===== config.mk =====
export PLATFORM = sky130hd
export DESIGN_NAME = merge_output_stage
export DESIGN_NICKNAME = d
export VERILOG_FILES = /design/src/rtl/noc_merge_pkg.sv /design/src/rtl/sync_fifo.sv /design/src/rtl/merge_output_stage.sv
export SDC_FILE = /design/constraint.sdc
export NUM_CORES = 1
export LEC_CHECK = 0
export ABC_AREA = 1
export ABC_CLOCK_PERIOD_IN_PS = 2130
export CAP_MARGIN = 30
export CORE_ASPECT_RATIO = 1.1
export CORE_UTILIZATION = 31
export CTS_CLUSTER_SIZE = 8
export DETAILED_ROUTE_END_ITERATION = 10
export GPL_ROUTABILITY_DRIVEN = 1
export SLEW_MARGIN = 20
export SYNTH_ARGS = -nofsm -noshare
export SYNTH_HDL_FRONTEND = slang
export SYNTH_SLANG_ARGS = --single-unit

===== constraint.sdc =====
create_clock -name clk -period 2.13 [get_ports clk]
set_input_delay 0.213 -clock clk [delete_from_list [all_inputs] [get_ports clk]]
set_output_delay 0.213 -clock clk [all_outputs]
set_load 0.1 [all_outputs]

===== src/rtl/noc_merge_pkg.sv =====
// Shared types and constants for the NoC merge path (arbiter side and output stage).
package noc_merge_pkg;

  localparam int FLIT_W = 11;

  localparam logic [1:0] SEL_D1      = 2'd0;
  localparam logic [1:0] SEL_D2      = 2'd1;
  localparam logic [1:0] SEL_CORE    = 2'd2;
  localparam logic [1:0] SEL_ILLEGAL = 2'd3;

  typedef enum logic {
    WAIT_CTRL = 1'b0,
    WAIT_DATA = 1'b1
  } merge_state_e;

endpackage


===== src/rtl/sync_fifo.sv =====
// Small synchronous FIFO with registered storage and a separate occupancy counter.
module sync_fifo #(
  parameter int WIDTH = 11,
  parameter int DEPTH = 4
) (
  input  logic                     clk,
  input  logic                     rst_n,
  input  logic                     push,
  input  logic                     pop,
  input  logic [WIDTH-1:0]         wdata,
  output logic [WIDTH-1:0]         rdata,
  output logic                     full,
  output logic                     empty,
  output logic [$clog2(DEPTH):0]   count
);

  localparam int AW = $clog2(DEPTH);
  localparam logic [AW:0] FULL_CNT = (AW+1)'(DEPTH);

  logic [WIDTH-1:0] mem [DEPTH];
  logic [AW-1:0]    rd_ptr;
  logic [AW-1:0]    wr_ptr;

  // Storage is cleared on reset so the head flit reads as zero when empty.
  always_ff @(posedge clk or negedge rst_n) begin
    if (!rst_n) begin
      for (int i = 0; i < DEPTH; i++) mem[i] <= '0;
      rd_ptr <= '0;
      wr_ptr <= '0;
      count  <= '0;
    end else begin
      if (push) begin
        mem[wr_ptr] <= wdata;
        wr_ptr      <= wr_ptr + AW'(1);
      end
      if (pop) rd_ptr <= rd_ptr + AW'(1);
      case ({push, pop})
        2'b10:   count <= count + (AW+1)'(1);
        2'b01:   count <= count - (AW+1)'(1);
        default: count <= count;
      endcase
    end
  end

  assign rdata = mem[rd_ptr];
  assign full  = (count == FULL_CNT);
  assign empty = (count == '0);

endmodule


===== src/rtl/merge_output_stage.sv =====
// Merge stage: one control token selects the source of exactly one flit,
// which is queued toward the router output link.
module merge_output_stage
  import noc_merge_pkg::*;
#(
  parameter int WIDTH = FLIT_W,
  parameter int DEPTH = 4,
  parameter int CNT_W = 16
) (
  input  logic                   clk,
  input  logic                   rst_n,
  input  logic [1:0]             ctrl_sel,
  input  logic                   ctrl_valid,
  output logic                   ctrl_ready,
  input  logic [WIDTH-1:0]       d1_data,
  input  logic                   d1_valid,
  output logic                   d1_ready,
  input  logic [WIDTH-1:0]       d2_data,
  input  logic                   d2_valid,
  output logic                   d2_ready,
  input  logic [WIDTH-1:0]       core_data,
  input  logic                   core_valid,
  output logic                   core_ready,
  output logic [WIDTH-1:0]       out_data,
  output logic                   out_valid,
  input  logic                   out_ready,
  output logic [$clog2(DEPTH):0] fifo_count,
  output logic [CNT_W-1:0]       pkt_count,
  output logic                   err_illegal
);

  merge_state_e     state;
  merge_state_e     state_next;
  logic [1:0]       sel_q;
  logic             ctrl_fire;
  logic             data_fire;
  logic             fifo_full;
  logic             fifo_empty;
  logic [WIDTH-1:0] src_data;

  assign ctrl_fire = ctrl_valid && ctrl_ready;

  always_ff @(posedge clk or negedge rst_n) begin
    if (!rst_n) state <= WAIT_CTRL;
    else        state <= state_next;
  end

  always_comb begin
    state_next = state;
    case (state)
      WAIT_CTRL: if (ctrl_fire && ctrl_sel != SEL_ILLEGAL) state_next = WAIT_DATA;
      WAIT_DATA: if (data_fire) state_next = WAIT_CTRL;
      default:   state_next = WAIT_CTRL;
    endcase
  end

  // Readies are gated by rst_n so nothing looks acceptable while reset is held.
  always_comb begin
    ctrl_ready = 1'b0;
    d1_ready   = 1'b0;
    d2_ready   = 1'b0;
    core_ready = 1'b0;
    if (rst_n) begin
      case (state)
        WAIT_CTRL: ctrl_ready = 1'b1;
        WAIT_DATA: begin
          case (sel_q)
            SEL_D1:   d1_ready   = !fifo_full;
            SEL_D2:   d2_ready   = !fifo_full;
            SEL_CORE: core_ready = !fifo_full;
            default:  ;
          endcase
        end
        default: ;
      endcase
    end
  end

  always_comb begin
    src_data  = '0;
    data_fire = 1'b0;
    case (sel_q)
      SEL_D1:   begin src_data = d1_data;   data_fire = d1_valid   && d1_ready;   end
      SEL_D2:   begin src_data = d2_data;   data_fire = d2_valid   && d2_ready;   end
      SEL_CORE: begin src_data = core_data; data_fire = core_valid && core_ready; end
      default:  ;
    endcase
  end

  // An illegal token is dropped without touching the latched selection.
  always_ff @(posedge clk or negedge rst_n) begin
    if (!rst_n) begin
      sel_q       <= SEL_D1;
      err_illegal <= 1'b0;
      pkt_count   <= '0;
    end else begin
      if (ctrl_fire && ctrl_sel != SEL_ILLEGAL) sel_q <= ctrl_sel;
      if (ctrl_fire && ctrl_sel == SEL_ILLEGAL) err_illegal <= 1'b1;
      if (data_fire) pkt_count <= pkt_count + CNT_W'(1);
    end
  end

  sync_fifo #(
    .WIDTH (WIDTH),
    .DEPTH (DEPTH)
  ) u_fifo (
    .clk   (clk),
    .rst_n (rst_n),
    .push  (data_fire),
    .pop   (out_valid && out_ready),
    .wdata (src_data),
    .rdata (out_data),
    .full  (fifo_full),
    .empty (fifo_empty),
    .count (fifo_count)
  );

  assign out_valid = !fifo_empty;

endmodule


# After elaboration in Yosys (flattened, before gate mapping)
# Cells that the tools add are included.
# totals
reg_bits,71
inputBits,42
output_inout_bits,36
wordCells,65
# classes
addsub,5
order_cmp,3
n_eq_ne,7
mux,23
bitwise,3
reduce_logical,13
# ops
op,count
$bwmux W44,1
$mux W11,3
$pmux W11 S3,1
$bmux W11 S2,1
$demux W11 S2,1
$add A16 B1 Y16 const B,1
$mux W1,13
$logic_and A1 B1 Y1,8
$eq A2 B2 Y1 const B,3
$ge A3 B3 Y1 const B,2
$not A2 Y3,2
$pmux W3 S2,1
$add A2 B1 Y2 const B,2
$eq A2 B1 Y1 const B,2
$add A3 B1 Y3 const B,1
$eq A3 B3 Y1 const B,1
$logic_not A3 Y1,1
$lt A3 B1 Y1 const B,1
$pmux W1 S3,1
$sub A3 B1 Y3 const B,1
$logic_not A1 Y1,2
$logic_not A2 Y1,1
$ne A2 B2 Y1 const B,1
$pmux W1 S2,1
other kinds (2),2

# Depth between registers and ports, before layout
# Gate-level depths: netlist of run 1.
# depth
depth_word,9
depth_mapped,13
ltp_nobuf,12

# By module
# Synthesis of run 1 repeated with hierarchy kept, for this count alone.
# hier_totals
cells_unflattened,498
hier_area_um2,3977.6
# modules_own_cells
module,n_inst,cells_per_inst,area_per_inst_um2,seq_area_each_um2
sync_fifo,1,280,2556.2,1276.2
merge_output_stage,1,218,1421.4,500.5

# Least setup slack after synthesis of run 1
# OpenSTA, ideal clock, no wires.
# synth_timing
path_type,flip-flop to output port
from,reg u_fifo.count[1]
to,out core_ready
t_arrival_ps,3388
t_required_ps,1917
slack_ps,-1471
path_stages_with_launch,5
n_path_buf,0
cell_sequence,dfrtp_1 > inv_1 > nand3_2 > inv_1 > nor3_1
# synth_via
elab_chain_len,5
# synth_lines
element,line_no,source
start: declaration,sync_fifo.sv:14,output logic [$clog2(DEPTH):0] count
start signal: assignment,sync_fifo.sv:38,2'b10: count <= count + (AW+1)'(1);
start signal: assignment,sync_fifo.sv:39,2'b01: count <= count - (AW+1)'(1);
start signal: assignment,sync_fifo.sv:40,default: count <= count;
$eq A3 B3 Y1,sync_fifo.sv:46,assign full = (count == FULL_CNT);
$logic_not A1 Y1,merge_output_stage.sv:70,SEL_CORE: core_ready = !fifo_full;
$mux W1,merge_output_stage.sv:67,case (sel_q)
$mux W1,merge_output_stage.sv:64,case (state)
$mux W1,merge_output_stage.sv:63,if (rst_n) begin
end: declaration,merge_output_stage.sv:23,"output logic core_ready,"
# Every way passes these cells.

# Worst setup path in the final report of run 1
# layout_timing
from,reg sel_q[1]
to,reg u_fifo.mem[33] (netlist bit)
# layout_via
elab_chain_len,6
elab_cells_between_ends,18
cone_classes,eq/ne (2); mux (12); reduce/logical (4)
# layout_lines
element,line_no,source
start: declaration,merge_output_stage.sv:34,logic [1:0] sel_q;
start signal: assignment,merge_output_stage.sv:97,if (ctrl_fire && ctrl_sel != SEL_ILLEGAL) sel_q <= ctrl_sel;
$eq A2 B2 Y1 (tied with other cells),"merge_output_stage.sv:67, merge_output_stage.sv:82",
$mux W1,merge_output_stage.sv:67,
$mux W1,merge_output_stage.sv:64,
$mux W1,merge_output_stage.sv:63,
$logic_and A1 B1 Y1 (on tied branches),"merge_output_stage.sv:85, merge_output_stage.sv:83, merge_output_stage.sv:84",
$pmux W1 S3,merge_output_stage.sv:82,case (sel_q)
end signal: indexed assignment,sync_fifo.sv:33,mem[wr_ptr] <= wdata;
end: declaration,sync_fifo.sv:20,logic [WIDTH-1:0] mem [DEPTH];
# Several ways; a longest one is shown, not always the timed one.
# A chain may end at the register's enable or synchronous reset.

==> tab_implementation.tex, run 1 <==
\begin{tabular}{lr}
\hline
Metric & Value \\
\hline
\multicolumn{2}{l}{\textbf{Detailed routing}} \\
\quad Total length of routed wires & 10600 um \\
\quad Metal2 WL & 5130 um \\
\quad ANT nets after route & 0 \\
\quad Average via count per standard cell & 4.85 \\
\quad Number of iterations in the first detailed-routing pass & 6 \\
\quad Routed length per instance & 14.2 um \\
\quad DRC violation count after routing & 0 \\
\quad Via count & 3614 \\
\quad Number of DRC markers after the initial detailed-route iteration & approximately 220 \\
\quad Top Metal Used & met4 \\
\quad Routed length on met3 & 633 um \\
\quad Met1 routed wirelength after detailed routing & 4720 um \\
\multicolumn{2}{l}{\textbf{Timing}} \\
\quad Highest clock rate & 491 MHz \\
\quad Slew @ Worst Pin & 0.571 ns \\
\quad Worst setup slack after layout & 0.0918 ns \\
\quad Final setup viols & 0 \\
\quad Endpoints failing hold & 0 \\
\quad Worst slew margin & 61.9\% \\
\quad Period utilization & 95.7\% \\
\quad Clock skew after layout & roughly 0.0057 ns \\
\quad Accumulated negative setup slack & 0 ns \\
\quad Setup repair after global routing missed its margin & true \\
\quad Final critical delay including setup and external delays & 2.04 ns \\
\quad Pins Over Slew Limit & 0 \\
\multicolumn{2}{l}{\textbf{Worst hold path}} \\
\quad Worst hold start & rst\_n \\
\quad Min-delay worst type & in2reg \\
\quad Cell count of the worst hold path & 5 \\
\quad Worst hold path endpoint & err\_illegal \\
\multicolumn{2}{l}{\textbf{Worst setup path}} \\
\quad Launching instance or port of the critical path & sel\_q[1] \\
\quad Worst-case reg-to-reg path depth & 9 \\
\quad Kind of launch point of the worst setup path & flip-flop \\
\quad Minimum setup slack among reg-to-reg paths & 0.09 ns \\
\quad Highest-delay cell along the critical path & nand2\_1 \\
\quad Data required time at the worst endpoint & 2.34 ns \\
\quad Launch point of the worst reg-to-reg path & sel\_q[1] \\
\quad Most used cell, CP & nand2\_1 \\
\quad Crit path cell chain & inv\_1 -> nand2\_1 -> nor2\_1 -> nand3\_2 -> nand3\_4 -> buf\_12 -> nand2\_1 -> nand2\_1 -> nand2\_1 \\
\quad Classification of the worst setup path & reg2reg \\
\quad Data arrival time of the critical path & 2.25 ns \\
\quad Max FO, Critical Path & 79 \\
\quad Endpoint of the worst register-to-register path & u\_fifo.mem[33] \\
\quad Type of destination of the critical path & flip-flop \\
\quad Delay of the slowest cell on the worst path & about 0.40 ns \\
\multicolumn{2}{l}{\textbf{Clock tree}} \\
\quad Clock latency at the later pin of the worst-skew pair & 0.32 ns \\
\quad Clock tree from TritonCTS & done \\
\quad Clock buffer depth & 2 \\
\quad CTS H-tree depth & 3 \\
\quad Buffer count from post-CTS setup fixing & 0 \\
\quad Post-CTS clock slew at the launch and capture registers of the worst setup and hold paths & 0.06 ns \\
\quad CTS Buf Count & 9 \\
\quad Buffer type at the clock tree root & clkbuf\_16 \\
\quad TritonCTS sink count & 71 \\
\multicolumn{2}{l}{\textbf{Cells and area}} \\
\quad Area used by multi-input combinational logic & about 0.0019 mm\^{}2 \\
\quad \# diodes & 0 \\
\quad Post-route insts no fill & around 750 \\
\quad Area of all placed cells without fillers & roughly 0.0053 mm\^{}2 \\
\quad Number of fillers in the final layout & 1193 \\
\quad Share of final-layout standard cells stronger than drive strength 1 & 16.1\% \\
\quad Register area & 0.00179 mm\^{}2 \\
\quad Most used cells in the layout excluding fill and tap cells & nand2\_1, dfrtp\_1, nand3\_1 \\
\quad Count of nets after finishing & 636 \\
\quad Most frequent standard cell in the layout excluding fill and tap cells & nand2\_1 \\
\quad Area Growth Syn to Fin & 40.7\% \\
\multicolumn{2}{l}{\textbf{GRT}} \\
\quad Pin count of the biggest net entering global routing & 80 \\
\quad Global-route wire length before repair & $\sim$17000 um \\
\quad Grt total ovfl & 0 \\
\quad Number of global-route vias before repair & $\sim$3600 \\
\quad Number of antenna violations at the first check in global routing & 0 \\
\quad Aggregate global-route resource usage & 17.3\% \\
\multicolumn{2}{l}{\textbf{Synthesis}} \\
\quad Net Count, Synth & 563 \\
\quad Share of synthesized area occupied by flip-flops and latches & a little under half \\
\quad Count of unique library cells instantiated by Yosys & 24 \\
\quad Yosys warning count & 0 \\
\quad Synth Area per Inst & $\sim$7.4 um\^{}2 \\
\quad Number of instances in the synthesized netlist & 514 \\
\quad Combined area of all synthesized cells & $\sim$0.0038 mm\^{}2 \\
\quad Seq cells post-synth & 71 \\
\multicolumn{2}{l}{\textbf{Pwr}} \\
\quad Highest ir drop seen on vdd & between 0.001 and 0.0015 V \\
\quad P per Cell Area & $\sim$1800 mW/mm\^{}2 \\
\quad Total power of the final layout & about 9.9 mW \\
\quad Leakage dissipation & between 2 and 3 nW \\
\multicolumn{2}{l}{\textbf{Placement}} \\
\quad Dpl ws & 0.0905 ns \\
\quad Number of instances in the placed design & 728 \\
\quad Final weighted congestion in routability-driven placement & 0.772 \\
\quad Buffers added on ports & 77 \\
\quad Instance area after placement & about 0.0050 mm\^{}2 \\
\quad Dpl hpwl & between 7000 and 8000 um \\
\multicolumn{2}{l}{\textbf{Die}} \\
\quad Initial Util & 31.7\% \\
\quad Boundary Pins & between 70 and 80 \\
\quad Area of the die & about 0.013 mm\^{}2 \\
\quad Vertical die dimension & approximately 120 um \\
\quad Die Wd & 108 um \\
\quad Placement Rows & 42 \\
\quad Core region area & 0.0120 mm\^{}2 \\
\multicolumn{2}{l}{\textbf{Flow run}} \\
\quad Max-capacitance violation count & 0 \\
\multicolumn{2}{l}{\textbf{Run status}} \\
\quad Status & completed \\
\hline
\end{tabular}
## critical path, delay by kind of cell, from the launching register on
kind                   cells  cell delay (ns)
AND/OR/NAND/NOR            7             1.15
buffers and inverters      2             0.39
flip-flops                 1             0.37
## per-stage QoR
| stage | hold WS [ns] | utilization [%] |
|---|---|---|
| 2_1_floorplan | -0.0826 | - |
| 3_3_place_gp | 0.450 | 41.4 |
| 3_5_place_dp | 0.453 | 41.4 |
| 4_1_cts | 0.247 | 44.3 |
| 5_1_grt | 0.381 | 44.6 |
| 6_report | 0.344 | 44.6 |
## layout make-up
cell class / count / area share, %
clock buffers: 10 / 4.47
clock inverters: 5 / 1.99
inverters: 34 / 2.67
multi-input cells: 385 / 35.8
flip-flops and latches: 71 / 33.4
well taps: 154 / 3.60
repair buffers: 86 / 18.1
## where the power goes
group | internal (mW) | switching [mW]
Combinational | 1.74 | 4.24
Sequential | 1.80 | 0.339
Clock | 1.17 | 0.559
Total | 4.72 | 5.14
## cell usage after synthesis, drive strengths merged
cell type	count	share of area, %
buf	18	3.2
dfrtp	71	47
inv	33	3.3
nand2	195	19
xor2	7	1.6
o21ai	32	4.2
ha	6	2.0
nor3	3	0.40
o21bai	1	0.20
nand4	3	0.49
nor2	48	4.7
o211ai	2	0.40
clkbuf	6	0.59
fa	1	0.53
xnor2	1	0.23
a21oi	3	0.40
nand3	71	9.6
clkinv	1	0.099
o22ai	11	1.8
and2	1	0.16
## state kept, by name, indices dropped and copies added (netlist names)
| signal | flops |
|---|---|
| err_illegal | 1 |
| pkt_count | 16 |
| sel_q | 2 |
| state | 1 |
| u_fifo.count | 3 |
| u_fifo.mem | 44 |
| u_fifo.rd_ptr | 2 |
| u_fifo.wr_ptr | 2 |
## logic make-up after synthesis
kind of cell	share of synthesized area, %
buffers and inverters	7.14
flip-flops	46.8
AND/OR/NAND/NOR	34.7
XOR/XNOR	1.84
adder cells (fa/ha/maj)	2.50
AO/OA/AOI/OAI	7.01
## repair_timing
action | 4_1_cts | 5_1_grt
hold buffers | 0 | 1
hold endpoints to repair | 0 | 18
endpoints found under the setup margin | 0 | 33
resized for setup | 0 | 1
## layer usage
layer / vias to the layer above / global-route usage, %
met2: 108 / 28.3
li1: 1796 / -
met1: 1702 / 22.7
met5: - / 0
met4: 0 / 4.02
met3: 8 / 4.54
## worst max-delay path by stage
stage	slack [ns]	to	cells after the start
after CTS	0.08	u_fifo.mem[37]	9
after detailed placement	0.09	u_fifo.mem[34]	9
final	0.09	u_fifo.mem[33]	9
after floorplan	-0.19	core_ready	4
after global routing	-0.09	u_fifo.mem[13]	9
after global placement	0.12	u_fifo.mem[41]	7
Power figures use the tool's default switching activity.
==> run 2: changes to the inputs <==
- CORE_UTILIZATION: 31 -> 47
- MAX_ROUTING_LAYER: not set -> met4
- PLACE_DENSITY: not set -> 0.77
==> run 2 against run 1 <==
  * The flow now finishes with violations (hold timing)
  * Cell area is 3.4% lower
  * Die area is 33% lower
  * Flip-flop and latch count stayed put
  * Critical path depth is 2 higher
  * Sequential share of layout area is 1.2 points higher
  * Maximum frequency is 1.6% higher
  * Via count is 0.80% higher
  * Clock skew is 0.0057 ns higher
  * Global-route usage is 9.3 points higher
  * Hold slack worse by 0.38 ns
  * First-iteration DRC count is 9.4% lower
  * Setup slack better by 0.031 ns
==> tab_implementation.tex, run 2 (same netlist as run 1, synthesis figures left out) <==
\begin{tabular}{lr}
\hline
Metric & Value \\
\hline
\multicolumn{2}{l}{\textbf{Flow run}} \\
\quad Max-capacitance violation count & 0 \\
\multicolumn{2}{l}{\textbf{Worst setup path}} \\
\quad Max FO, Critical Path & 7 \\
\quad Launch point of the worst reg-to-reg path & u\_fifo.count[0] \\
\quad Crit path cell chain & inv\_4 -> nand3\_4 -> nand3\_2 -> nand3\_4 -> inv\_8 -> ha\_4 -> inv\_4 -> fa\_2 -> a21oi\_2 -> o21ai\_1 -> xor2\_1 \\
\quad Data arrival time of the critical path & 2.24 ns \\
\quad Minimum setup slack among reg-to-reg paths & 0.12 ns \\
\quad Worst-case reg-to-reg path depth & 11 \\
\quad Delay of the slowest cell on the worst path & 0.51 ns \\
\quad Highest-delay cell along the critical path & dfrtp\_4 \\
\quad Type of destination of the critical path & flip-flop \\
\quad Data required time at the worst endpoint & 2.36 ns \\
\quad Endpoint of the worst register-to-register path & u\_fifo.count[2] \\
\quad Classification of the worst setup path & reg2reg \\
\quad Kind of launch point of the worst setup path & flip-flop \\
\multicolumn{2}{l}{\textbf{Detailed routing}} \\
\quad Via count & 3643 \\
\quad Average via count per standard cell & 5.17 \\
\quad Total length of routed wires & 9860 um \\
\quad DRC violation count after routing & 0 \\
\quad Number of DRC markers after the initial detailed-route iteration & just over 200 \\
\quad Number of iterations in the first detailed-routing pass & 5 \\
\quad Routed length per instance & 14.0 um \\
\quad ANT nets after route & 0 \\
\multicolumn{2}{l}{\textbf{Timing}} \\
\quad Worst slew margin & 69.3\% \\
\quad Setup repair after global routing missed its margin & true \\
\quad Slew @ Worst Pin & 0.460 ns \\
\quad Clock skew after layout & 0.0114 ns \\
\quad Final critical delay including setup and external delays & 2.01 ns \\
\quad Final setup viols & 0 \\
\quad Pins Over Slew Limit & 0 \\
\quad Endpoints failing hold & 29 \\
\quad Highest clock rate & 498 MHz \\
\quad Period utilization & between 90 and 100\% \\
\quad Hold\_ws & -0.0335 ns \\
\multicolumn{2}{l}{\textbf{Die}} \\
\quad Initial Util & 48.3\% \\
\quad Vertical die dimension & between 90 and 100 um \\
\quad Core region area & 0.00787 mm\^{}2 \\
\quad Boundary Pins & 78 \\
\quad Placement Rows & 34 \\
\quad Die Wd & 87.7 um \\
\quad Area of the die & 0.00845 mm\^{}2 \\
\multicolumn{2}{l}{\textbf{Cells and area}} \\
\quad Share of final-layout standard cells stronger than drive strength 1 & 17.8\% \\
\quad Post-route insts no fill & 705 \\
\quad Number of flip-flops under the largest register name & 44 \\
\quad Final core utilization & 65.6\% \\
\quad Area Growth Syn to Fin & 35.9\% \\
\quad Largest Register & u\_fifo.mem \\
\quad Most used cells in the layout excluding fill and tap cells & nand2\_1, dfrtp\_1, nand3\_1 \\
\quad \# diodes & 0 \\
\quad Most frequent standard cell in the layout excluding fill and tap cells & nand2\_1 \\
\quad Count of nets after finishing & 641 \\
\quad Largest registers ranked by flip-flop count & u\_fifo.mem (44), pkt\_count (16), u\_fifo.count (3) \\
\multicolumn{2}{l}{\textbf{Clock tree}} \\
\quad Buffer type at the clock tree root & clkbuf\_8 \\
\quad TritonCTS sink count & 71 \\
\quad CTS Buf Count & 9 \\
\quad Clock latency at the later pin of the worst-skew pair & 0.35 ns \\
\quad Count of hold-fix buffers inserted at cts & 0 \\
\quad Clock tree from TritonCTS & done \\
\quad Number of gates given a new drive strength after cts & 2 \\
\quad Post-CTS clock slew at the launch and capture registers of the worst setup and hold paths & about 0.080 ns \\
\quad Clock buffer depth & 2 \\
\quad CTS H-tree depth & 3 \\
\quad Buffer count from post-CTS setup fixing & 0 \\
\multicolumn{2}{l}{\textbf{Placement}} \\
\quad Final weighted congestion in routability-driven placement & 0.799 \\
\quad Number of instances in the placed design & 688 \\
\quad Buffers added on ports & 77 \\
\quad Dpl hpwl & a little over 7000 um \\
\multicolumn{2}{l}{\textbf{GRT}} \\
\quad Grt total ovfl & 0 \\
\quad Number of global-route vias before repair & 3524 \\
\quad Number of antenna violations at the first check in global routing & 0 \\
\quad Aggregate global-route resource usage & 26.6\% \\
\quad Global-route wire length before repair & 16700 um \\
\quad Pin count of the biggest net entering global routing & slightly above 70 \\
\multicolumn{2}{l}{\textbf{Run status}} \\
\quad Violations in the final reports & hold timing \\
\quad Status & finished with violations \\
\multicolumn{2}{l}{\textbf{Worst hold path}} \\
\quad Min-delay worst type & in2async \\
\hline
\end{tabular}
-- run 2: how the worst max path moves through the flow --
stage,start,endpoint,slack (ns),cells after the start
floorplan,u_fifo.count[1],core_ready,-0.19,4
global placement,d1_valid,u_fifo.mem[30],0.05,7
detailed placement,d1_valid,u_fifo.mem[18],-0.03,7
CTS,sel_q[1],u_fifo.mem[8],0.04,9
global route,u_fifo.count[1],u_fifo.count[2],-0.004,11
finish,u_fifo.count[0],u_fifo.count[2],0.12,11
-- run 2: area by class of cell --
class,count,area [um^2]
repair buffers,91,988
clock inverters,5,31.3
well taps,108,135
flip-flops and latches,71,1790
multi-input cells,385,1920
fillers,674,2710
inverters,34,145
clock buffers,11,151
-- run 2: metal layers --
metal,routed length [um],global-route usage (%)
met1,4270,34.7
met2,5080,43.7
met3,424,2.92
met4,92,8.33
met5,0,-
-- run 2: worst max-delay path: cells and delay by family, from the launching register on --
| family | cells | cell delay [ns] |
|---|---|---|
| buffers and inverters | 3 | 0.23 |
| and+or+nand+nor | 3 | 0.32 |
| xor gates and xnor gates | 1 | 0.14 |
| adders and majority gates | 2 | 0.50 |
| AOI/OAI and AO/OA | 2 | 0.20 |
| DFF | 1 | 0.51 |
-- run 2: per-stage QoR --
| stage | instance area, um^2 | setup WS, ns | setup TNS (ns) | hold slack, ns |
|---|---|---|---|---|
| after floorplan | 3990 | -0.187 | -0.289 | -0.0826 |
| after global placement | 4940 | 0.0510 | 0 | 0.449 |
| after detailed placement | 4940 | -0.0259 | -0.106 | 0.454 |
| after CTS | 5120 | 0.0414 | 0 | 0.200 |
| after global routing | 5160 | -0.00411 | -0.00411 | 0.000255 |
| final | 5160 | 0.123 | 0 | -0.0335 |
Power of run 2 is not shown: default switching activity piles up to over one toggle a cycle in this logic, so the estimate is an artifact.
==> run 3: changes to the inputs <==
- ABC_CLOCK_PERIOD_IN_PS: 2130 -> 2400
- CORE_MARGIN: not set -> 3
- CORE_UTILIZATION: 47 -> 55
- PLACE_DENSITY: 0.77 -> 0.85
- clock period: 2.13 -> 2.4 ns (I/O delays scaled with it)
==> run 3 against run 2 <==
  * The run now ends clean
  * Maximum frequency decreased by 10%
  * Clock-buffer cell count unchanged
  * Clock skew decreased by 0.00071 ns
  * Setup slack improved by 0.047 ns
  * Critical path depth unchanged
==> tab_implementation.tex, run 3 (same netlist as run 1, synthesis figures left out) <==
\begin{tabular}{lr}
\hline
Metric & Value \\
\hline
\multicolumn{2}{l}{\textbf{Worst setup path}} \\
\quad Data required time at the worst endpoint & 2.62 ns \\
\quad Cell type group with the largest total delay on the critical path & adder cells \\
\quad Max FO, Critical Path & 7 \\
\quad Type of destination of the critical path & flip-flop \\
\quad Kind of launch point of the worst setup path & flip-flop \\
\quad Highest-delay cell along the critical path & dfrtp\_4 \\
\quad Delay of the slowest cell on the worst path & $\sim$0.5 ns \\
\quad Classification of the worst setup path & reg2reg \\
\quad Worst-case reg-to-reg path depth & 11 \\
\quad Data arrival time of the critical path & between 2 and 2.5 ns \\
\quad Endpoint of the worst register-to-register path & u\_fifo.count[2] \\
\quad Launch point of the worst reg-to-reg path & u\_fifo.count[0] \\
\quad Crit path cell chain & inv\_4 -> nand3\_2 -> nand3\_2 -> nand3\_4 -> inv\_4 -> ha\_1 -> inv\_1 -> fa\_1 -> a21oi\_1 -> o21ai\_0 -> xor2\_1 \\
\quad Worst Path Buf+Inv & 3 \\
\quad Minimum setup slack among reg-to-reg paths & approximately 0.17 ns \\
\multicolumn{2}{l}{\textbf{Detailed routing}} \\
\quad Number of DRC markers after the initial detailed-route iteration & 224 \\
\quad Average via count per standard cell & 5.40 \\
\quad Total length of routed wires & 9850 um \\
\quad Via count & 3628 \\
\quad Routed length per instance & between 10 and 15 um \\
\quad DRC violation count after routing & 0 \\
\quad ANT nets after route & 0 \\
\quad Number of iterations in the first detailed-routing pass & 5 \\
\multicolumn{2}{l}{\textbf{Die}} \\
\quad Core region area & 0.00663 mm\^{}2 \\
\quad Placement Rows & 31 \\
\quad Vertical die dimension & 93.2 um \\
\quad Die Wd & 85.3 um \\
\quad Boundary Pins & 78 \\
\quad Initial Util & 57.3\% \\
\quad Area of the die & 0.00794 mm\^{}2 \\
\multicolumn{2}{l}{\textbf{Placement}} \\
\quad Instance area after placement & 0.00482 mm\^{}2 \\
\quad Dpl hpwl & 6830 um \\
\quad Number of instances in the placed design & roughly 660 \\
\quad Final weighted congestion in routability-driven placement & 0.918 \\
\quad Buffers added on ports & 77 \\
\multicolumn{2}{l}{\textbf{Timing}} \\
\quad Period utilization & 92.9\% \\
\quad Clock skew after layout & 0.0107 ns \\
\quad Hold\_ws & 0.337 ns \\
\quad Accumulated negative setup slack & 0 ns \\
\quad Slew @ Worst Pin & 0.683 ns \\
\quad Endpoints failing hold & 0 \\
\quad Final critical delay including setup and external delays & between 2 and 2.5 ns \\
\quad Pins Over Slew Limit & 0 \\
\quad Final setup viols & 0 \\
\quad Highest clock rate & roughly 450 MHz \\
\quad Setup repair after global routing missed its margin & false \\
\quad Worst slew margin & between 50\% and 60\% \\
\multicolumn{2}{l}{\textbf{Flow run}} \\
\quad Max-capacitance violation count & 0 \\
\multicolumn{2}{l}{\textbf{Cells and area}} \\
\quad Area Growth Syn to Fin & 31.8\% \\
\quad Most frequent standard cell in the layout excluding fill and tap cells & nand2\_1 \\
\quad Share of final-layout standard cells stronger than drive strength 1 & 14.6\% \\
\quad \# diodes & 0 \\
\quad Most used cells in the layout excluding fill and tap cells & nand2\_1, dfrtp\_1, nand3\_1 \\
\quad Number of flip-flops under the largest register name & 44 \\
\quad Area of all placed cells without fillers & approximately 0.0050 mm\^{}2 \\
\quad Number of fillers in the final layout & 502 \\
\quad Largest Register & u\_fifo.mem \\
\quad Largest registers ranked by flip-flop count & u\_fifo.mem (44), pkt\_count (16), u\_fifo.count (3) \\
\quad Post-route insts no fill & 672 \\
\quad Count of nets after finishing & 637 \\
\multicolumn{2}{l}{\textbf{GRT}} \\
\quad Pin count of the biggest net entering global routing & 80 \\
\quad Global-route wire length before repair & 16000 um \\
\quad Number of antenna violations at the first check in global routing & 0 \\
\quad Grt total ovfl & 0 \\
\quad Aggregate global-route resource usage & 26.0\% \\
\quad Number of global-route vias before repair & 3485 \\
\multicolumn{2}{l}{\textbf{Clock tree}} \\
\quad Post-CTS clock slew at the launch and capture registers of the worst setup and hold paths & 0.07 ns \\
\quad Clock buffer depth & 2 \\
\quad Clock latency at the later pin of the worst-skew pair & 0.34 ns \\
\quad Buffer type at the clock tree root & clkbuf\_8 \\
\quad CTS H-tree depth & 3 \\
\quad TritonCTS sink count & 71 \\
\quad Clock tree from TritonCTS & done \\
\quad CTS Buf Count & 9 \\
\multicolumn{2}{l}{\textbf{Worst hold path}} \\
\quad Worst hold start & rst\_n \\
\quad Worst hold path endpoint & err\_illegal \\
\quad Min-delay worst type & in2reg \\
\quad Cell count of the worst hold path & 5 \\
\multicolumn{2}{l}{\textbf{Run status}} \\
\quad Status & completed \\
\hline
\end{tabular}
==> run 3: layer usage <==
metal / wire length (um) / track usage, %
met3: 564 / 5.11
met2: 4920 / 42.9
met5: 0 / -
met1: 4090 / 31.9
met4: 274 / 9.50
==> run 3: worst max path at each step <==
stage,depth (start not counted),end,startpoint,slack [ns]
final,11,u_fifo.count[2],u_fifo.count[0],0.17
after floorplan,12,u_fifo.count[2],u_fifo.count[0],0.01
after CTS,9,u_fifo.mem[20],sel_q[1],0.03
after detailed placement,9,u_fifo.mem[20],sel_q[1],0.05
after global placement,7,u_fifo.mem[16],d1_valid,0.08
after global routing,11,u_fifo.count[2],u_fifo.count[0],0.02
==> run 3: worst min-delay path, cell delays in order <==
cell	delay, ns
buf_2	0.14
inv_1	0.06
nor2_1	0.04
nand2_1	0.09
o21bai_1	0.07
==> run 3: layout make-up <==
| class | count | area (um^2) | area share, % |
|---|---|---|---|
| Clock buffer | 11 | 131 | 2.62 |
| Tap cell | 82 | 103 | 2.05 |
| Inverter | 34 | 135 | 2.70 |
| Clock inverter | 2 | 12.5 | 0.250 |
| Multi-Input combinational cell | 385 | 1890 | 37.7 |
| Timing Repair Buffer | 87 | 952 | 19.0 |
| Sequential cell | 71 | 1790 | 35.7 |
==> run 3: stage by stage <==
| stage | util [%] | worst slack [ns] |
|---|---|---|
| 3_5_place_dp | 72.6 | 0.0533 |
| 4_1_cts | 74.8 | 0.0327 |
| 3_3_place_gp | 72.6 | 0.0820 |
| 6_report | 75.5 | 0.170 |
| 5_1_grt | 75.5 | 0.0225 |
| 2_1_floorplan | - | 0.0107 |
==> run 3: timing repair <==
item	in CTS	in global routing
hold buffers	0	1
hold endpoints to repair	0	11
gates resized for setup	0	3
buffers inserted	0	0
setup endpoints to repair	0	45
Power of run 3 is left out for the same reason.
